==> config.mk <==
export PLATFORM = sky130hd
export DESIGN_NAME = syscall_sequencer
export DESIGN_NICKNAME = d
export VERILOG_FILES = /design/src/rtl/syscall_pkg.sv /design/src/rtl/go_edge_sync.sv /design/src/rtl/syscall_sequencer.sv
export SDC_FILE = /design/constraint.sdc
export NUM_CORES = 1
export LEC_CHECK = 0
export CAP_MARGIN = 30
export CORE_ASPECT_RATIO = 0.75
export CORE_MARGIN = 2
export CORE_UTILIZATION = 41
export CTS_CLUSTER_SIZE = 14
export DETAILED_ROUTE_END_ITERATION = 12
export DONT_BUFFER_PORTS = 1
export GPL_ROUTABILITY_DRIVEN = 0
export PLACE_DENSITY = 0.66
export SLEW_MARGIN = 0
export SYNTH_ARGS = -nofsm -noshare
export SYNTH_HDL_FRONTEND = slang
export SYNTH_SLANG_ARGS = --single-unit
export TNS_END_PERCENT = 5
==> constraint.sdc <==
create_clock -name CLK -period 2.05 [get_ports CLK]
set_input_delay 0.3075 -clock CLK [delete_from_list [all_inputs] [get_ports CLK]]
set_output_delay 0.3075 -clock CLK [all_outputs]
set_load 0.1 [all_outputs]
==> src/rtl/syscall_pkg.sv <==
// syscall_pkg
// Shared definitions for the SYSCALL sequencer slice:
//   state_t            - FSM state encoding (RUN/PRINT/PAUSE/HALT)
//   ST_RUN .. ST_HALT  - state constants
//   SYS_EXIT/SYS_PRINT - default $v0 service codes
package syscall_pkg;

  typedef logic [1:0] state_t;

  localparam state_t ST_RUN   = 2'd0;
  localparam state_t ST_PRINT = 2'd1;
  localparam state_t ST_PAUSE = 2'd2;
  localparam state_t ST_HALT  = 2'd3;

  localparam logic [31:0] SYS_EXIT  = 32'd10;
  localparam logic [31:0] SYS_PRINT = 32'd34;

endpackage

==> src/rtl/go_edge_sync.sv <==
// go_edge_sync
// Brings a raw board push-button into the CLK domain and turns each rising
// edge into a single-cycle pulse.
// Ports:
//   CLK    in   system clock, rising edge
//   CLR_N  in   asynchronous active-low reset
//   btn    in   raw button level, asynchronous to CLK
//   press  out  one-cycle pulse per synchronized rising edge
// All flops clear to 0, so a button already held high when reset releases
// is seen as one press.
module go_edge_sync (
  input  logic CLK,
  input  logic CLR_N,
  input  logic btn,
  output logic press
);

  logic btn_p0;
  logic btn_p1;
  logic btn_p2;

  always_ff @(posedge CLK or negedge CLR_N) begin
    if (!CLR_N) begin
      btn_p0 <= 1'b0;
      btn_p1 <= 1'b0;
      btn_p2 <= 1'b0;
    end else begin
      // stage 0/1: two-flop synchronizer
      btn_p0 <= btn;
      btn_p1 <= btn_p0;
      // stage 2: previous synchronized level for edge detection
      btn_p2 <= btn_p1;
    end
  end

  assign press = btn_p1 & ~btn_p2;

endmodule

==> src/rtl/syscall_sequencer.sv <==
// syscall_sequencer
// Sequences SYSCALL instructions for the pipelined MIPS CPU: decodes the
// service code in $v0, freezes the pipeline while a service is in progress,
// hands $a0 to the board display over valid/ready, and holds the CPU halted
// until GO releases it.
// Ports:
//   CLK        in   system clock, rising edge
//   CLR_N      in   asynchronous active-low reset
//   SYSCALL    in   decoded SYSCALL in the stage that reads v0/a0
//   v0, a0     in   forwarded $v0 / $a0
//   GO         in   raw push-button
//   disp_ready in   display accepts the word
//   display    out  last printed value
//   disp_valid out  display holds a word not yet accepted
//   stall      out  freeze PC and pipeline registers
//   halt       out  CPU halted by an exit syscall
//   sys_cnt    out  accepted syscall count, saturating
module syscall_sequencer
  import syscall_pkg::*;
#(
  parameter logic [31:0] CODE_EXIT   = SYS_EXIT,
  parameter logic [31:0] CODE_PRINT  = SYS_PRINT,
  parameter bit          PRINT_PAUSE = 1'b0,
  parameter int          CNT_W       = 16
) (
  input  logic             CLK,
  input  logic             CLR_N,
  input  logic             SYSCALL,
  input  logic [31:0]      v0,
  input  logic [31:0]      a0,
  input  logic             GO,
  input  logic             disp_ready,
  output logic [31:0]      display,
  output logic             disp_valid,
  output logic             stall,
  output logic             halt,
  output logic [CNT_W-1:0] sys_cnt
);

  state_t state;
  logic   go_press;
  logic   is_exit;
  logic   is_print;

  go_edge_sync u_go_sync (
    .CLK   (CLK),
    .CLR_N (CLR_N),
    .btn   (GO),
    .press (go_press)
  );

  assign is_exit  = (v0 == CODE_EXIT);
  assign is_print = (v0 == CODE_PRINT);

  // The combinational term freezes the pipeline in the very cycle the syscall
  // is decoded, before the FSM has left RUN. No-op codes never stall.
  assign stall = (state != ST_RUN) | (SYSCALL & (is_exit | is_print));

  always_ff @(posedge CLK or negedge CLR_N) begin
    if (!CLR_N) begin
      state      <= ST_RUN;
      display    <= '0;
      disp_valid <= 1'b0;
      halt       <= 1'b0;
      sys_cnt    <= '0;
    end else begin
      case (state)
        ST_RUN: begin
          // GO presses here are simply dropped; only RUN accepts syscalls.
          if (SYSCALL) begin
            if (sys_cnt != {CNT_W{1'b1}}) begin
              sys_cnt <= sys_cnt + 1'b1;
            end
            if (is_exit) begin
              halt  <= 1'b1;
              state <= ST_HALT;
            end else if (is_print) begin
              display    <= a0;
              disp_valid <= 1'b1;
              state      <= ST_PRINT;
            end
          end
        end
        ST_PRINT: begin
          // display stays untouched until the next print.
          if (disp_valid && disp_ready) begin
            disp_valid <= 1'b0;
            state      <= PRINT_PAUSE ? ST_PAUSE : ST_RUN;
          end
        end
        ST_PAUSE: begin
          if (go_press) begin
            state <= ST_RUN;
          end
        end
        ST_HALT: begin
          // The PC already moved past the syscall, so resuming is just RUN.
          if (go_press) begin
            halt  <= 1'b0;
            state <= ST_RUN;
          end
        end
        default: begin
          state <= ST_RUN;
        end
      endcase
    end
  end

endmodule

-- Word level (Yosys, flattened, before mapping)
Cells that the tools add are included.
- logic and storage cells: 55
- input bits: 69
- register bits: 55
- add/subtract/negate cells: 1
- mux-type cells: 15
- reductions and logical operators: 11
- eq/ne operators: 14
- bitwise gates (word level): 6
- operators with widths (cell ; count):
    $eq A32 B4 Y1 const B ; 1
    $eq A32 B6 Y1 const B ; 1
    $add A16 B1 Y16 const B ; 1
    $ne A16 B16 Y1 const B ; 1
    $ne A2 B2 Y1 const B ; 6
    $reduce_and A4 Y1 ; 3
    $mux W2 ; 5
    $mux W1 ; 7
    $pmux W2 S3 ; 1
    $reduce_bool A2 Y1 ; 3
    $reduce_and A5 Y1 ; 1
    $eq A2 B2 Y1 const B ; 2
    $pmux W1 S2 ; 2
    $ne A3 B3 Y1 const B ; 1
    $reduce_and A3 Y1 ; 1
    $and A1 B1 Y1 ; 2
    $eq A2 B1 Y1 const B ; 1
    $logic_not A2 Y1 ; 1
    $ne A2 B1 Y1 const B ; 1
    $not A1 Y1 ; 2
    $or A1 B1 Y1 ; 2
    $reduce_or A2 Y1 ; 1
    $logic_and A1 B1 Y1 ; 1

-- Longest topological paths before layout
- word-level depth: 5
- mapped depth: 6
- gate-level depth less buffers: 5

-- Cells and area by module
Synthesis repeated with hierarchy kept, for this count alone.
- cells, all modules: 176
- area total of the unflattened synthesis: 2351.0 um2
- modules (own cells, without submodules) (module ; cells each ; instances ; area each (um2)):
    syscall_sequencer ; 172 ; 1 ; 2262.2
    go_edge_sync ; 4 ; 1 ; 88.8

-- Least setup slack after synthesis
OpenSTA, ideal clock, no wires.
- path kind: reg-to-reg
- from: register sys_cnt[0]
- to: register sys_cnt[1]
- setup time: 0.128 ns
- stages on the path, launching flop included: 7
- period minus slack after synthesis: 2.621 ns
- data required time: 1.922 ns
- path buffers: 1
- arrival time: 2.492 ns
- setup slack: -0.571 ns
- path through: dfrtp_1 > ha_1 > inv_1 > or4_1 > buf_2 > o21ai_2 > mux2_1
- cells in the longest elaborated chain, start to end: 2
- ends and longest elaborated chain (element ; RTL line ; text):
    start, declared ; syscall_sequencer.sv:37 ; output logic [CNT_W-1:0] sys_cnt
    start signal, assigned ; syscall_sequencer.sv:72 ; sys_cnt <= sys_cnt + 1'b1;
    branches (longest 2 deep; another with $add A16 B1 Y16) ; - ;
Several ways; the timed one is not identified.
A chain may end at the register's enable or synchronous reset.

-- Worst setup path after layout
Ends and elaborated chain as after synthesis.

==> summary.md <==
| Metric | Value |
|---|---|
| GR Overflow Total | 0 |
| Num Clock Sinks | 55 |
| Worst hold slack | between 100 and 150 ps |
| Die area | 6436 µm² |
| Num rows | 23 |
| Nets@finish | roughly 280 |
| Ys async rst share | 100.0% |
| DR WL/cell | 17.33 µm |
| Most frequent cells in the layout | 39 x dfrtp_1, 31 x mux2_1, 22 x buf_4 |
| CP Data Required Time | roughly 2200 ps |
| Initial DRC count | 46 |
| Worst Hold Class | in -> reg |
| Syn_area_per_cell | 13.22 µm² |
| Fin cells | 284 |
| DR vias | 1541 |
| Top_reg_cell synth | dfrtp_1 |
| IO Port Bufs | 0 |
| Layout area overhead | 19.09% |
| Commonest non-fill, non-tap cell in the layout | dfrtp_1 |
| Worst slew pin tran | about 940 ps |
| VDD IR max | around 1.0 mV |
| Fin Clk Skew | roughly 7.3 ps |
| Die span in x | roughly 92 µm |
| Final count of negative-setup-slack endpoints | 0 |
| Fin util | between 50% and 60% |
| Hold_sp | a0[5] |
| TritonCTS clock tree | done |
| Synth area leader | dfrtp_1 |
| Min cycle time layout | between 1500 and 2000 ps |
| Fillers | between 400 and 500 |
| Cell variety after synth | 39 |
| H-Tree Depth | 2 |
| Maximum clock frequency | between 500 and 600 MHz |
| Mapped Cells | 180 |
| CTS Root Cell | clkbuf_8 |
| Crit. End Element | flop |
| Total I/O pin count | 120 |
| Starting density of the core | 43.52% |
| GRT Util Overall | around 16% |
| Max Root-Sink Buffers | 2 |
| RSZ-0062 raised after global routing | no |
| Worst Path Max Fanout | 4 |
| Detailed Routing Iterations Pass 1 | 4 |
| Slew Limit Fails | 0 |
| Worst-path clk slew | 100 ps |
| Largest net degree at the start of global routing | 56 |
| DIE HEIGHT | approximately 70 µm |
| YS warnings | 0 |
| Antenna violations before repair | 0 |
| Pwr dens | 1046 nW/µm² |
| Worst-skew pair later-pin latency | ~300 ps |
| Residual DRC | 0 |
| Number of diodes | 0 |
| Static Leak | between 1 and 1.5 nW |
| Register bit total from synthesis | 55 |
| Post-DP HPWL | approximately 3.8 mm |
| Status | finished, final reports clean |
| Worst Setup Start Kind | flop |
| Final hold vios | 0 |
| Leading post-synthesis cells by cell area | dfrtp_1 58%, mux2_1 15%, xnor2_1 3.3%, nor4_1 1.8%, xor2_1 1.8% |
| Slew HR | about 38% |
| RR Startpoint | sys_cnt[0] |
| Vias in the first global route | around 1.6k |
| Register area | around 1400 µm² |
| Total CTS buffers | 5 |
| Cell total after placement | approximately 270 |
| Reg-to-reg setup timing slack | 140 ps |
| Yosys top cell area share | 57.83% |
| DRT Wirelength | roughly 4.9 mm |
| CORE AREA | around 5500 µm² |
| Worst setup path startpoint | sys_cnt[0] |
| Post-synth EDFFs | 0 |
| Total Power | around 0.0030 W |
| Final period util | 93.39% |
| Final ANT Viol Nets | 0 |
| Syn nets | 250 |
| Crit path DAT | ~2100 ps |
| Sequential fraction of the synthesis area | between 50% and 60% |
| Crit Path Category | reg -> reg |
| First-pass GRT wire length | approximately 8 mm |
| Post-Syn Area | 2380 µm² |
| Vias per cell | ~5.4 |
| Area of the multi-input gates | approximately 990 µm² |
| Layout cell share with drive strength beyond 1 | between 20% and 30% |
| MaxCap Viol Count | 0 |
sequential cells by signal, summed over array words and instances (netlist names):
register          count
display              32
sys_cnt              16
state                 2
disp_valid            1
halt                  1
u_go_sync.btn_p0      1
u_go_sync.btn_p1      1
u_go_sync.btn_p2      1
routing by layer:
metal	global-route usage [%]	routed length, µm	vias to the layer above
met1	19.72	2079	744
met3	5.825	465	4
met5	0	0	-
li1	-	-	711
met4	3.814	29	0
met2	25.57	2348	82
layout make-up:
| cell class | count | area share [%] |
|---|---|---|
| inverter | 1 | 0.1325 |
| clock buffer | 5 | 2.428 |
| tap | 75 | 3.311 |
| clock inverter | 3 | 0.8389 |
| timing repair buffer | 27 | 8.918 |
| multi-input combinational | 118 | 34.92 |
| sequential | 55 | 49.45 |
final timing paths:
path                               endpoint  cells after the start
setup reg to reg                 sys_cnt[1]                      5
hold reg to reg            u_go_sync.btn_p1                      0
setup / recovery                 sys_cnt[1]                      5
hold / removal                   display[5]                      1
min in group asynchronous        display[8]                      2
max in group asynchronous        sys_cnt[1]                      2
critical path: stages, from the launching register on:
cell	delay (ps)
dfrtp_4	410
ha_2	210
inv_1	60
or4_1	580
o21ai_2	200
mux2_1	330
power by group:
part           switching [W]  internal, W
clock network       0.000345     0.000247
registers          0.0000664      0.00120
logic               0.000876     0.000231
timing repair:
| action | 4_1_cts | 5_1_grt |
|---|---|---|
| resized for setup | 0 | 4 |
| hold endpoints to repair | 55 | 1 |
| buffers inserted | 0 | 0 |
| hold buffers | 2 | 1 |
| endpoints found under the setup margin | 0 | 35 |
Yosys cell counts (all sizes together) (2+ instances only):
cell     number
and3          3
nor2b         2
nor3          5
o21ai         3
xor2          5
dfrtp        55
nand2         7
a21oi         2
nor4          9
mux2         34
o2111ai       2
nand2b        3
xnor2         9
buf           6
nand4         6
or4           2
a211o         2
nor2          4
nand3         5
and2          3
kinds of logic after synthesis:
| kind of cell | Yosys count | share of synthesized area (%) |
|---|---|---|
| flops | 55 | 57.83 |
| simple gates | 54 | 13.78 |
| mux | 34 | 16.09 |
| compound gates | 15 | 4.890 |
| xor+xnor | 14 | 5.153 |
| buf+inv | 7 | 1.735 |
| fa+ha+maj | 1 | 0.5257 |
stage by stage:
stage | TNS [ps] | setup WS (ps) | cell area [µm²]
after floorplan | -245.6 | -176.8 | 2405
after global placement | 0 | 153.9 | 2681
after detailed placement | 0 | 34.54 | 2681
after CTS | 0 | 97.67 | 2811
after global routing | 0 | 28.23 | 2834
final | 0 | 135.6 | 2834
(Power assumes the default switching activity.)
